$ cat src/rtl/fifo_pkg.sv
// fifo_pkg: shared word type and default geometry for the sync FIFO
package fifo_pkg;
  localparam int DATA_W = 8;
  localparam int DEPTH = 16;
  typedef logic [DATA_W-1:0] data_t;
endpackage

$ cat src/rtl/fifo_mem.sv
// fifo_mem: DEPTH x DATA_W RAM with synchronous write and registered read port
module fifo_mem #(
  parameter int DATA_W = fifo_pkg::DATA_W,
  parameter int DEPTH = fifo_pkg::DEPTH,
  parameter int AW = $clog2(DEPTH)
) (
  input  logic              clk,
  input  logic              rst,
  input  logic              we,
  input  logic [AW-1:0]     waddr,
  input  logic [DATA_W-1:0] wdata,
  input  logic              re,
  input  logic [AW-1:0]     raddr,
  output logic [DATA_W-1:0] rdata
);
  logic [DATA_W-1:0] mem [DEPTH];
  always_ff @(posedge clk)
    if (we) mem[waddr] <= wdata;
  // only the read register is reset; array contents survive reset
  always_ff @(posedge clk)
    if (rst) rdata <= '0;
    else if (re) rdata <= mem[raddr];
endmodule

$ cat src/rtl/sync_fifo_wrap.sv
// sync_fifo_wrap: single-clock FIFO with wrap-bit pointers, occupancy and error pulses
module sync_fifo_wrap #(
  parameter int DATA_W = fifo_pkg::DATA_W,
  parameter int DEPTH = fifo_pkg::DEPTH,
  parameter int AW = $clog2(DEPTH)
) (
  input  logic              clk,
  input  logic              rst,
  input  logic              push,
  input  logic [DATA_W-1:0] data_in,
  input  logic              pop,
  output logic [DATA_W-1:0] data_out,
  output logic              full,
  output logic              empty,
  output logic [AW:0]       count,
  output logic              overflow,
  output logic              underflow
);
  logic [AW:0] wr_ptr, rd_ptr;
  logic do_push, do_pop;
  always_comb begin
    empty = wr_ptr == rd_ptr;
    full = (wr_ptr[AW-1:0] == rd_ptr[AW-1:0]) && (wr_ptr[AW] != rd_ptr[AW]);
    count = wr_ptr - rd_ptr;
    do_push = push && !full;
    do_pop = pop && !empty;
  end
  always_ff @(posedge clk)
    if (rst) begin
      wr_ptr <= '0;
      rd_ptr <= '0;
      overflow <= 1'b0;
      underflow <= 1'b0;
    end else begin
      wr_ptr <= wr_ptr + {{AW{1'b0}}, do_push};
      rd_ptr <= rd_ptr + {{AW{1'b0}}, do_pop};
      overflow <= push && full;
      underflow <= pop && empty;
    end
  fifo_mem #(.DATA_W(DATA_W), .DEPTH(DEPTH), .AW(AW)) u_mem (
    .clk(clk),
    .rst(rst),
    .we(do_push),
    .waddr(wr_ptr[AW-1:0]),
    .wdata(data_in),
    .re(do_pop),
    .raddr(rd_ptr[AW-1:0]),
    .rdata(data_out)
  );
endmodule

$ cat config.mk
export PLATFORM = sky130hd
export DESIGN_NAME = sync_fifo_wrap
export DESIGN_NICKNAME = d
export VERILOG_FILES = /design/src/rtl/fifo_pkg.sv /design/src/rtl/fifo_mem.sv /design/src/rtl/sync_fifo_wrap.sv
export SDC_FILE = /design/constraint.sdc
export NUM_CORES = 1
export LEC_CHECK = 0
export CAP_MARGIN = 25
export CORE_ASPECT_RATIO = 0.6
export CORE_MARGIN = 5
export CORE_UTILIZATION = 50
export CTS_CLUSTER_DIAMETER = 80
export DETAILED_ROUTE_END_ITERATION = 16
export PLACE_DENSITY = 0.7
export SYNTH_ARGS = -nofsm -noshare
export SYNTH_HDL_FRONTEND = slang
export SYNTH_SLANG_ARGS = --single-unit
$ cat constraint.sdc
create_clock -name clk -period 2.9 [get_ports clk]
set_input_delay 0.58 -clock clk [delete_from_list [all_inputs] [get_ports clk]]
set_output_delay 0.58 -clock clk [all_outputs]
set_load 0.005 [all_outputs]
# After elaboration in Yosys (flattened, before gate mapping)
# Memory sizes are Yosys's and may differ from the RTL's. A register that Yosys moved wholly into a read port is not among the register bits.
# Cells that the tools add are included.
dict set report op_classes {
  addsub 3
  multipliers 0
  n_div 0
  order_cmp 0
  eq_ne 3
  shift 0
  muxes 2
  bitwise 0
  reduce_logical 7
}
# operator n
set ops {}
lappend ops {{adder 5 x 1 -> 5 bit} 2}
lappend ops {{equality test 5 bit} 1}
lappend ops {{logical AND 1 bit} 5}
lappend ops {{subtractor 5 bit} 1}
lappend ops {{equality test 4 bit} 1}
lappend ops {{zero test 1 bit} 2}
lappend ops {{two-way mux 1 bit} 2}
lappend ops {{inequality test 1 bit} 1}
dict set report word_totals {
  regBits 12
  latch_bits 0
  mem_bits_rw 128
  romBits 0
  out_inout_bits 17
  memories 1
}
# name words word_bits read_ports rd_ports_with_merged_regs wr line
set memory_table {}
lappend memory_table {u_mem.mem 16 8 1 1 1 fifo_mem.sv:16} ;# logic [DATA_W-1:0] mem [DEPTH];

# Depth between registers and ports, before layout
dict set report logic_depth {
  depth_word 6
  mapped_depth 12
  mapped_depth_nobuf 9
}

# Hierarchy
# Synthesis repeated with hierarchy kept, for this count alone.
dict set report unflattened {
  cells_unflattened 383
  hier_area_um2 5978.2
}
# module n_inst cells_per_inst area_per_inst_um2
set modules_own_cells {}
lappend modules_own_cells {fifo_mem 1 316 5343.9}
lappend modules_own_cells {sync_fifo_wrap 1 67 634.4}

# Worst setup path after synthesis
# Ideal clock, no wire load.
dict set report synth_timing {
  path_kind {register -> register}
  from {reg rd_ptr[1]}
  to {mem u_mem.mem[0][0], enable pin}
  setup_time_ps 383
  arrival_time_ps 2673
  required_time_ps 2517
  setup_slack_ps -157
  stages_incl_launch_ff 8
  synth_period_minus_slack_ps 3057
  path_cell_list {dfxtp_1 -> buf_1 -> inv_1 -> ha_1 -> nand4_1 -> o21a_1 -> or3b_1 -> nor3_1}
}
dict set report synth_via {
  elab_chain_len 6
}
# item line
set synth_lines {}
lappend synth_lines {{start, declared} sync_fifo_wrap.sv:19} ;# logic [AW:0] wr_ptr, rd_ptr;
lappend synth_lines {{start signal, assigned} sync_fifo_wrap.sv:36} ;# rd_ptr <= rd_ptr + {{AW{1'b0}}, do_pop};
lappend synth_lines {{equality test 4 bit} sync_fifo_wrap.sv:23} ;# full = (wr_ptr[AW-1:0] == rd_ptr[AW-1:0]) && (wr_ptr[AW] != rd_ptr[AW]);
lappend synth_lines {{logical AND 1 bit} sync_fifo_wrap.sv:23}
lappend synth_lines {{zero test 1 bit} sync_fifo_wrap.sv:25} ;# do_push = push && !full;
lappend synth_lines {{logical AND 1 bit} sync_fifo_wrap.sv:25}
lappend synth_lines {{two-way mux 1 bit} fifo_mem.sv:18} ;# if (we) mem[waddr] <= wdata;
lappend synth_lines {{two-way mux 1 bit (implied by the code)} fifo_mem.sv:18}
lappend synth_lines {{end, declared} fifo_mem.sv:16}
# No other way between the ends.

# Worst setup path after layout
dict set report layout_timing {
  from {reg rd_ptr[1]}
  to {out count[3]}
}
dict set report layout_via {
  elab_chain_len 1
}
# item line
set layout_lines {}
lappend layout_lines {{subtractor 5 bit} sync_fifo_wrap.sv:24} ;# count = wr_ptr - rd_ptr;
lappend layout_lines {{end, declared} sync_fifo_wrap.sv:15} ;# output logic [AW:0] count,
# No other way between the ends.

==> results.ini <==
[run_status]
outcome=finished clean

[routing]
routedWlPerCell_um=22.1
viasPerCell=5.69
vias=3240
dr.pass1.iters=4
detail_route.iter0.violations=253
detail-route-antenna-nets=0
drc_errors=0
routed_wl_um=12600

[layout]
mostFrequentLayoutCells=edfxtp_1, mux2i_1, nor2_1, clkdlybuf4s50_1, buf_4
seqCellArea_um2=4250
multi_input_area_um2=1500
fin_util_pct=62.0
fillers=822
antenna_cells=0
nNetsFinal=417
final_common_cell=edfxtp_1
drive_above_1_share_pct=19.1
area_delta_synth_final_pct=20.1

[placed_design]
dp_hpwl_um=8520
gp_congestion=0.877
io_buffer_count=28

[synthesis]
synth-edff-count=128
ys_async_sr_fraction_pct=0
synth_top_area_share_pct=65.5
synthCells=342
synth_fp_nets=363
ys.flop_type=edfxtp_1
synth_area_um2=5870
synth_top_area_cell=edfxtp_1
synth.ff_latch_count=148
yosysSeqAreaShare_pct=72.3
postSynthAreaPerCell_um2=17.2
yosys-top-cells-area=edfxtp_1, dfxtp_1, mux4_2
synthDistinctLibCells=35
synth_warnings=0

[worst_hold_path]
holdPathEnd=u_mem.rdata[7]
hold_class=flop to flop
min-delay-start=u_mem.rdata[7]
hold_depth=2

[grt]
grt_max_degree=50
grt_usage_pct=19.0
antenna_found_initial=0
grt_overflow=0
grt_pass1_wl_um=19100
grt_pass1_vias=3223

[power]
vdd_drop_max_mv=0.504
p_comb_share_pct=13.7
p_seq_share_pct=44.7
power.switching_w=0.00133
internal_power_w=0.00405
power_density_nw_per_um2=764
p_clk_share_pct=41.6
switching_share_pct=24.7
p_leak_nw=2.32

[worst_setup_path]
crit_path_end_kind=output port
critPathKind=flop to output port
cp.depth=6
cp_top_family=buffers and inverters
crit_path_start_kind=flop
worstPathArrival_ps=2180
path_buf_inv=2
worstPathCellList=inv_1, ha_1, a21o_1, a21oi_2, xnor2_1, clkdlybuf4s50_1
slowest_stage=clkdlybuf4s50_1
worstRegToRegCells=6
worstPathMaxFanout=9
r2r-end=u_mem.mem[0][2]
r2r-start=wr_ptr[2]
rrSetupSlack_ps=440
cp.required_ps=2320
slowest_delay_ps=530

[clock_network]
insertion_delay_ps=410
cts_buffers=17
cts.sinks=148
cts_setup_buffers=0
clk_pin_slew_ps=60
cts_max_level=4
cts_tree=built
cts_root_buffer=clkbuf_16
cts.path.max_buffers=2

[timing]
rsz0062_at_grt=no
hold_slack_ps=495
min_period_ps=2760
slew_headroom_pct=41.6
fmax_ghz=0.362
post-route-period-util_pct=95.3
hold_violations=0
skew_ps=8.56
setup_viol=0
final.setup.tns_ps=0
worstMarginPinSlew_ps=876
finalMaxSlewViolations=0

[die]
ios=29
coreArea_um2=11400
die-area_um2=14100
start_util_pct=51.6
fp.dieH_um=93.9
die_x_um=150
row_count=30

[run]
max_cap_viol_count=0

## layout make-up
class                   count  area share (%)
multi-input cells         169            21.2
well taps                 160            2.84
clock inverters            15            2.65
repair buffers             51            6.46
inverters                   9           0.479
clock buffers              17            6.04
flip-flops and latches    148            60.3
## power by group through the flow
| stage | combinational (W) | clock (W) | sequential (W) |
|---|---|---|---|
| floorplan | 0.000479 | 0 | 0.00245 |
| finish | 0.000738 | 0.00224 | 0.00240 |
| global route | 0.000798 | 0.00237 | 0.00241 |
| global placement | 0.000726 | 0 | 0.00245 |
| CTS | 0.000743 | 0.00227 | 0.00240 |
| detailed placement | 0.000737 | 0 | 0.00245 |
## cell families (layout without fill, tap and decap cells)
group | Yosys count | after routing | share of synthesized area (%)
DFF | 148 | 148 | 72.3
and+or+nand+nor | 55 | 55 | 4.52
muxes | 48 | 48 | 11.7
AOI/OAI and AO/OA | 46 | 46 | 5.29
buffers and inverters | 25 | 92 | 2.39
xor gates and xnor gates | 11 | 11 | 1.77
adders and majority gates | 9 | 9 | 2.05
## worst register-to-register path: stages, from the launching register on
cell     delay [ps]
dfxtp_1         480
ha_1            350
nand4_1         240
o21a_1          260
or3b_1          480
nor3_2          140
buf_4           200
## stage by stage
step | setup slack (ps) | area [um^2] | power, W | instances
2_1_floorplan | 69.8 | 5870 | 0.00293 | 342
3_3_place_gp | 395 | 6420 | 0.00317 | 537
3_5_place_dp | 347 | 6420 | 0.00319 | 537
4_1_cts | 31.5 | 7040 | 0.00542 | 569
5_1_grt | 39.4 | 7050 | 0.00558 | 569
6_report | 136 | 7050 | 0.00538 | 569
## what timing repair did
action / CTS / global route
endpoints found under the setup margin: 2 / 2
resized for setup: 3 / 3
pin swaps: 0 / 0
hold buffers: 0 / 0
## sequential cells by signal, indices dropped and copies added (netlist names)
| signal | cells |
|---|---|
| u_mem.mem | 128 |
| u_mem.rdata | 8 |
| rd_ptr | 5 |
| wr_ptr | 5 |
| overflow | 1 |
| underflow | 1 |
## cell usage after synthesis (all sizes together), types with 3 or more instances
master / count
a21oi: 10
a221oi: 8
a311oi: 8
buf: 10
clkbuf: 6
dfxtp: 20
edfxtp: 128
ha: 8
inv: 9
mux2i: 32
mux4: 16
nand2: 4
nand3: 4
nand3b: 3
nor2: 29
nor2b: 5
nor3: 4
o21ai: 8
o22ai: 8
xnor2: 7
xor2: 4
## routing by layer
layer  wire (um)  global-route usage [%]
met5           0                       0
met4          92                    5.25
met3         918                    4.63
met2        5610                    26.6
met1        5970                    29.5
## worst max-delay path by stage
| stage | from | endpoint |
|---|---|---|
| final | rd_ptr[1] | count[3] |
| after global routing | rd_ptr[2] | empty |
| after CTS | wr_ptr[0] | count[4] |
| after detailed placement | wr_ptr[1] | count[4] |
| after global placement | wr_ptr[1] | count[4] |
| after floorplan | rd_ptr[1] | u_mem.mem[1][0] |
(Power assumes the default switching activity.)
==> RTL change 1 (same settings) <==
Register the output `count`, with the module's reset; this adds one clock of latency there. The other outputs are not delayed to match.
--- a/src/rtl/sync_fifo_wrap.sv
+++ b/src/rtl/sync_fifo_wrap.sv
@@ -16,12 +16,14 @@
   output logic              overflow,
   output logic              underflow
 );
+
+  logic [AW:0] count_d;
   logic [AW:0] wr_ptr, rd_ptr;
   logic do_push, do_pop;
   always_comb begin
     empty = wr_ptr == rd_ptr;
     full = (wr_ptr[AW-1:0] == rd_ptr[AW-1:0]) && (wr_ptr[AW] != rd_ptr[AW]);
-    count = wr_ptr - rd_ptr;
+    count_d = wr_ptr - rd_ptr;
     do_push = push && !full;
     do_pop = pop && !empty;
   end
@@ -47,5 +49,13 @@
     .raddr(rd_ptr[AW-1:0]),
     .rdata(data_out)
   );
+  always_ff @(posedge clk) begin
+    if (rst) begin
+      count <= '0;
+    end else begin
+      count <= count_d;
+    end
+  end
+
 endmodule
 
Function: changed (Yosys sat finds a counterexample within 4 cycles, from zero or initial values and one cycle with rst high).
==> RTL change 1 against the original RTL <==
Cell area grew 2.6%; setup slack better by 0.016 ns; utilization is 2.0 points lower; area after synthesis grew 4.8%; total power grew 0.59%; highest routed layer unchanged; sequential cell count is 5 higher; maximum frequency grew 0.59%; wire length increased by 2.7%.
==> RTL change 1: results (changes against the original RTL) <==
- Outcome: finished clean (unchanged)
- Detailed Route WL: 12930 um (was 12590 um)
- Worst path depth: 5 (was 6)
- Non-clock buffers: 50 (was 51)
- Nonclk inv count: 7 (was 9)
- Post-synthesis cell type count: 40 (was 35)
- R2r setup slk: 0.34 ns (was 0.44 ns)
- Area of the multi-input gates: 1600 um^2 (was 1495 um^2)
- Net Sw Power: 0.001259 W (was 0.001331 W)
- Worst Hold End: u_mem.rdata[3]$_SDFFE_PP0P_ (was u_mem.rdata[7]$_SDFFE_PP0P_)
- Overall Global Routing Usage: 0.1879 (was 0.1900)
- Multi-In Gates: 193 (was 169)
- Dpl cells: 568 (was 537)
- Seq/total area: 0.6018 (was 0.6032)
- Pin count of the biggest net entering global routing: 58 (was 50)
- Peak VDD IR: 490.8 uV (was 504.1 uV)
- Worst R2R Start: wr_ptr[1]$_SDFF_PP0_ (was wr_ptr[2]$_SDFF_PP0_)
- Adder-cell share of the synthesized area: 0.01954 (was 0.02047)
- Hpwl dp: 8564 um (was 8521 um)
- Synth Net Count: 391 (was 363)
- Hold_sp: u_mem.rdata[3]$_SDFFE_PP0P_ (was u_mem.rdata[7]$_SDFFE_PP0P_)
- Synth Area in XOR/XNOR: 0.01262 (was 0.01770)
- Count of clock buffers in the final design: 19 (was 17)
- LEAKAGE: 2.345 nW (was 2.320 nW)
- CP startpoint: wr_ptr[0]$_SDFF_PP0_ (was rd_ptr[1]$_SDFF_PP0_)
- Portion of netlist area occupied by mux cells: 0.1075 (was 0.1166)
- Slowest Stage Delay on Critical Path: 0.51 ns (was 0.53 ns)
- Layout cell share with drive strength beyond 1: 0.1747 (was 0.1907)
## RTL change 1: changes by cell type in the layout (fill, tap and decap cells not counted), moves of 7 or more
cell      change
a311oi_2      +8
mux2i_1      +16
a311oi_1      -8
a21oi_1       -8
nor2_1       +10
mux4_2        -7
o22ai_1       +8
## RTL change 1: through the flow
step           power, W  setup WS [ns]  cell area, um^2    util  hold WS [ns]
3_3_place_gp   0.003270         0.3267             6639  0.5504        0.5327
2_1_floorplan  0.003071         0.2858             6147       -        0.5269
4_1_cts        0.005446        0.03514             7226  0.5990        0.5445
6_report       0.005414         0.1521             7227  0.5991        0.5432
5_1_grt        0.005627        0.04233             7227  0.5991        0.5653
3_5_place_dp   0.003285         0.2834             6639  0.5504        0.5337
## RTL change 1: routing by layer
metal,global-route usage,up-vias,part of all wire
met4,0.04670,0,0.0073
met5,0,-,0
li1,-,1544,-
met2,0.2694,101,0.43
met1,0.2796,1688,0.48
met3,0.05975,10,0.073
==> RTL change 2 (config.mk and constraints unchanged) <==
Made on the original files. Set the package constant `DATA_W` to 12 (it was 8).
--- a/src/rtl/fifo_pkg.sv
+++ b/src/rtl/fifo_pkg.sv
@@ -1,6 +1,6 @@
 // fifo_pkg: shared word type and default geometry for the sync FIFO
 package fifo_pkg;
-  localparam int DATA_W = 8;
+  localparam int DATA_W = 12;
   localparam int DEPTH = 16;
   typedef logic [DATA_W-1:0] data_t;
 endpackage
Ports: changed (resized data_in and data_out); port bits go from 29 to 37. The function was not compared with the original's and may differ.
==> RTL change 2 against the original RTL <==
Sequential share of layout area grew 2.7 points; via count grew 36%; wire length grew 42%; cell area grew 41%; count of clock-buffer cells in the layout grew 9; total power grew 35%; critical endpoint unchanged; area after synthesis grew 44%; sequential power grew 46%; register-to-register slack gained 0.09 ns; sequential cell count grew 68; highest routed layer is now met5; critical path type unchanged; setup slack lost 0.040 ns.
==> RTL change 2: results (changes against the original RTL) <==
- Synth Net Count: 491 (was 363)
- H-tree depth: 1 (was 4)
- Buffers added on ports: 36 (was 28)
- Max clock buf depth: 3 (was 2)
- Pin count of the biggest net entering global routing: 74 (was 50)
- Post-synth EDFFs: 192 (was 128)
- Iter 0 DRT Violations: 448 (was 253)
- Vias: 4408 (was 3240)
- Seq/Total Area, Yosys: 0.7369 (was 0.7232)
- Worst R2R End: u_mem.mem[0][5]$_DFFE_PP_ (was u_mem.mem[0][2]$_DFFE_PP_)
- RD Place Congestion: 0.7887 (was 0.8771)
- Hpwl dp: 11610 um (was 8521 um)
- # nets final: 555 (was 417)
- Overall Global Routing Usage: 0.1852 (was 0.1900)
- Layout cell share with drive strength beyond 1: 0.1599 (was 0.1907)
- Initial antenna violation count: 1 (was 0)
- Cts bufs inserted: 20 (was 17)
- Top post-synthesis cells by count: edfxtp_1, mux2i_1, nor2_1, dfxtp_1, a21oi_1 (was edfxtp_1, mux2i_1, nor2_1, dfxtp_1, mux4_2)
- Synth top area cells: edfxtp_1, dfxtp_1, mux2i_1 (was edfxtp_1, dfxtp_1, mux4_2)
- Setup WS pre-CTS: 0.4182 ns (was 0.3469 ns)
- Hold WS: 0.4966 ns (was 0.4951 ns)
- Number of global-route vias before repair: 4491 (was 3223)
- Setup Skew: 0.01424 ns (was 0.008561 ns)
- Detailed Route WL: 17940 um (was 12590 um)
- Clock Latency Late Sink: 0.50 ns (was 0.41 ns)
- Worst Hold End: u_mem.rdata[3]$_SDFFE_PP0P_ (was u_mem.rdata[7]$_SDFFE_PP0P_)
- Outcome: finished clean (unchanged)
- Drt pass-1 iters: 5 (was 4)
- Top Registers: u_mem.mem (192), u_mem.rdata (12) (was u_mem.mem (128), u_mem.rdata (8))
- R2r setup slk: 0.53 ns (was 0.44 ns)
- CP startpoint: wr_ptr[1]$_SDFF_PP0_ (was rd_ptr[1]$_SDFF_PP0_)
- First-pass GRT wire length: 27570 um (was 19090 um)
- Max_slew headroom: 0.4678 (was 0.4163)
- Number of diodes: 0 (unchanged)
- Peak VDD IR: 343.4 uV (was 504.1 uV)
RTL change 2: stage by stage:
step                      cells  setup TNS, ns
final                       772              0
after global routing        772              0
after CTS                   772              0
after detailed placement    736              0
after global placement      736              0
after floorplan             466         -1.505
RTL change 2: logic make-up after synthesis:
| group | Yosys count | synth area share |
|---|---|---|
| muxes | 72 | 0.1253 |
| buffers and inverters | 33 | 0.02347 |
| DFF | 216 | 0.7369 |
| xor gates and xnor gates | 11 | 0.01225 |
| adders and majority gates | 9 | 0.01417 |
| and+or+nand+nor | 59 | 0.03307 |
| AOI/OAI and AO/OA | 66 | 0.05477 |
RTL change 2: routing by layer:
metal	GRT usage	wire [um]	vias up
met3	0.04022	1228	29
met2	0.2755	7866	139
met1	0.2871	8576	2231
met4	0.03038	253	2
met5	0	14	-
li1	-	-	2007
RTL change 2: what timing repair did:
item	4_1_cts	5_1_grt
setup buffers	0	0
endpoints found under the setup margin	1	1
gates resized for setup	2	2
RTL change 2: worst max-delay path by stage:
| stage | endpoint | slack (ns) | depth (start not counted) |
|---|---|---|---|
| 4_1_cts | count[3] | 0.04 | 6 |
| 5_1_grt | empty | 0.007 | 4 |
| 3_5_place_dp | count[4] | 0.42 | 8 |
| 3_3_place_gp | count[4] | 0.46 | 8 |
| 6_report | count[3] | 0.1 | 6 |
| 2_1_floorplan | u_mem.mem[2][0]$_DFFE_PP_ | -0.04 | 8 |
RTL change 2: critical path, cell delays in order, from the launching register on:
cell	delay [ns]
dfxtp_1	0.31
buf_4	0.17
ha_1	0.30
a21o_1	0.18
a21oi_2	0.14
xnor2_1	0.12
clkdlybuf4s50_1	0.51
RTL change 2: cell type report:
class	count	area, um^2
inverter	9	33.78
multi-input combinational	217	2057
sequential	216	6251
tap	228	285.3
clock inverter	10	145.1
fill	1187	6519
timing repair buffer	66	596.8
clock buffer	26	553.0
RTL change 2: power by group:
group | total (W) | internal, W | switching, W
clock network | 0.00273 | 0.00163 | 0.00110
logic | 0.00100 | 0.000500 | 0.000504
registers | 0.00351 | 0.00347 | 0.0000452
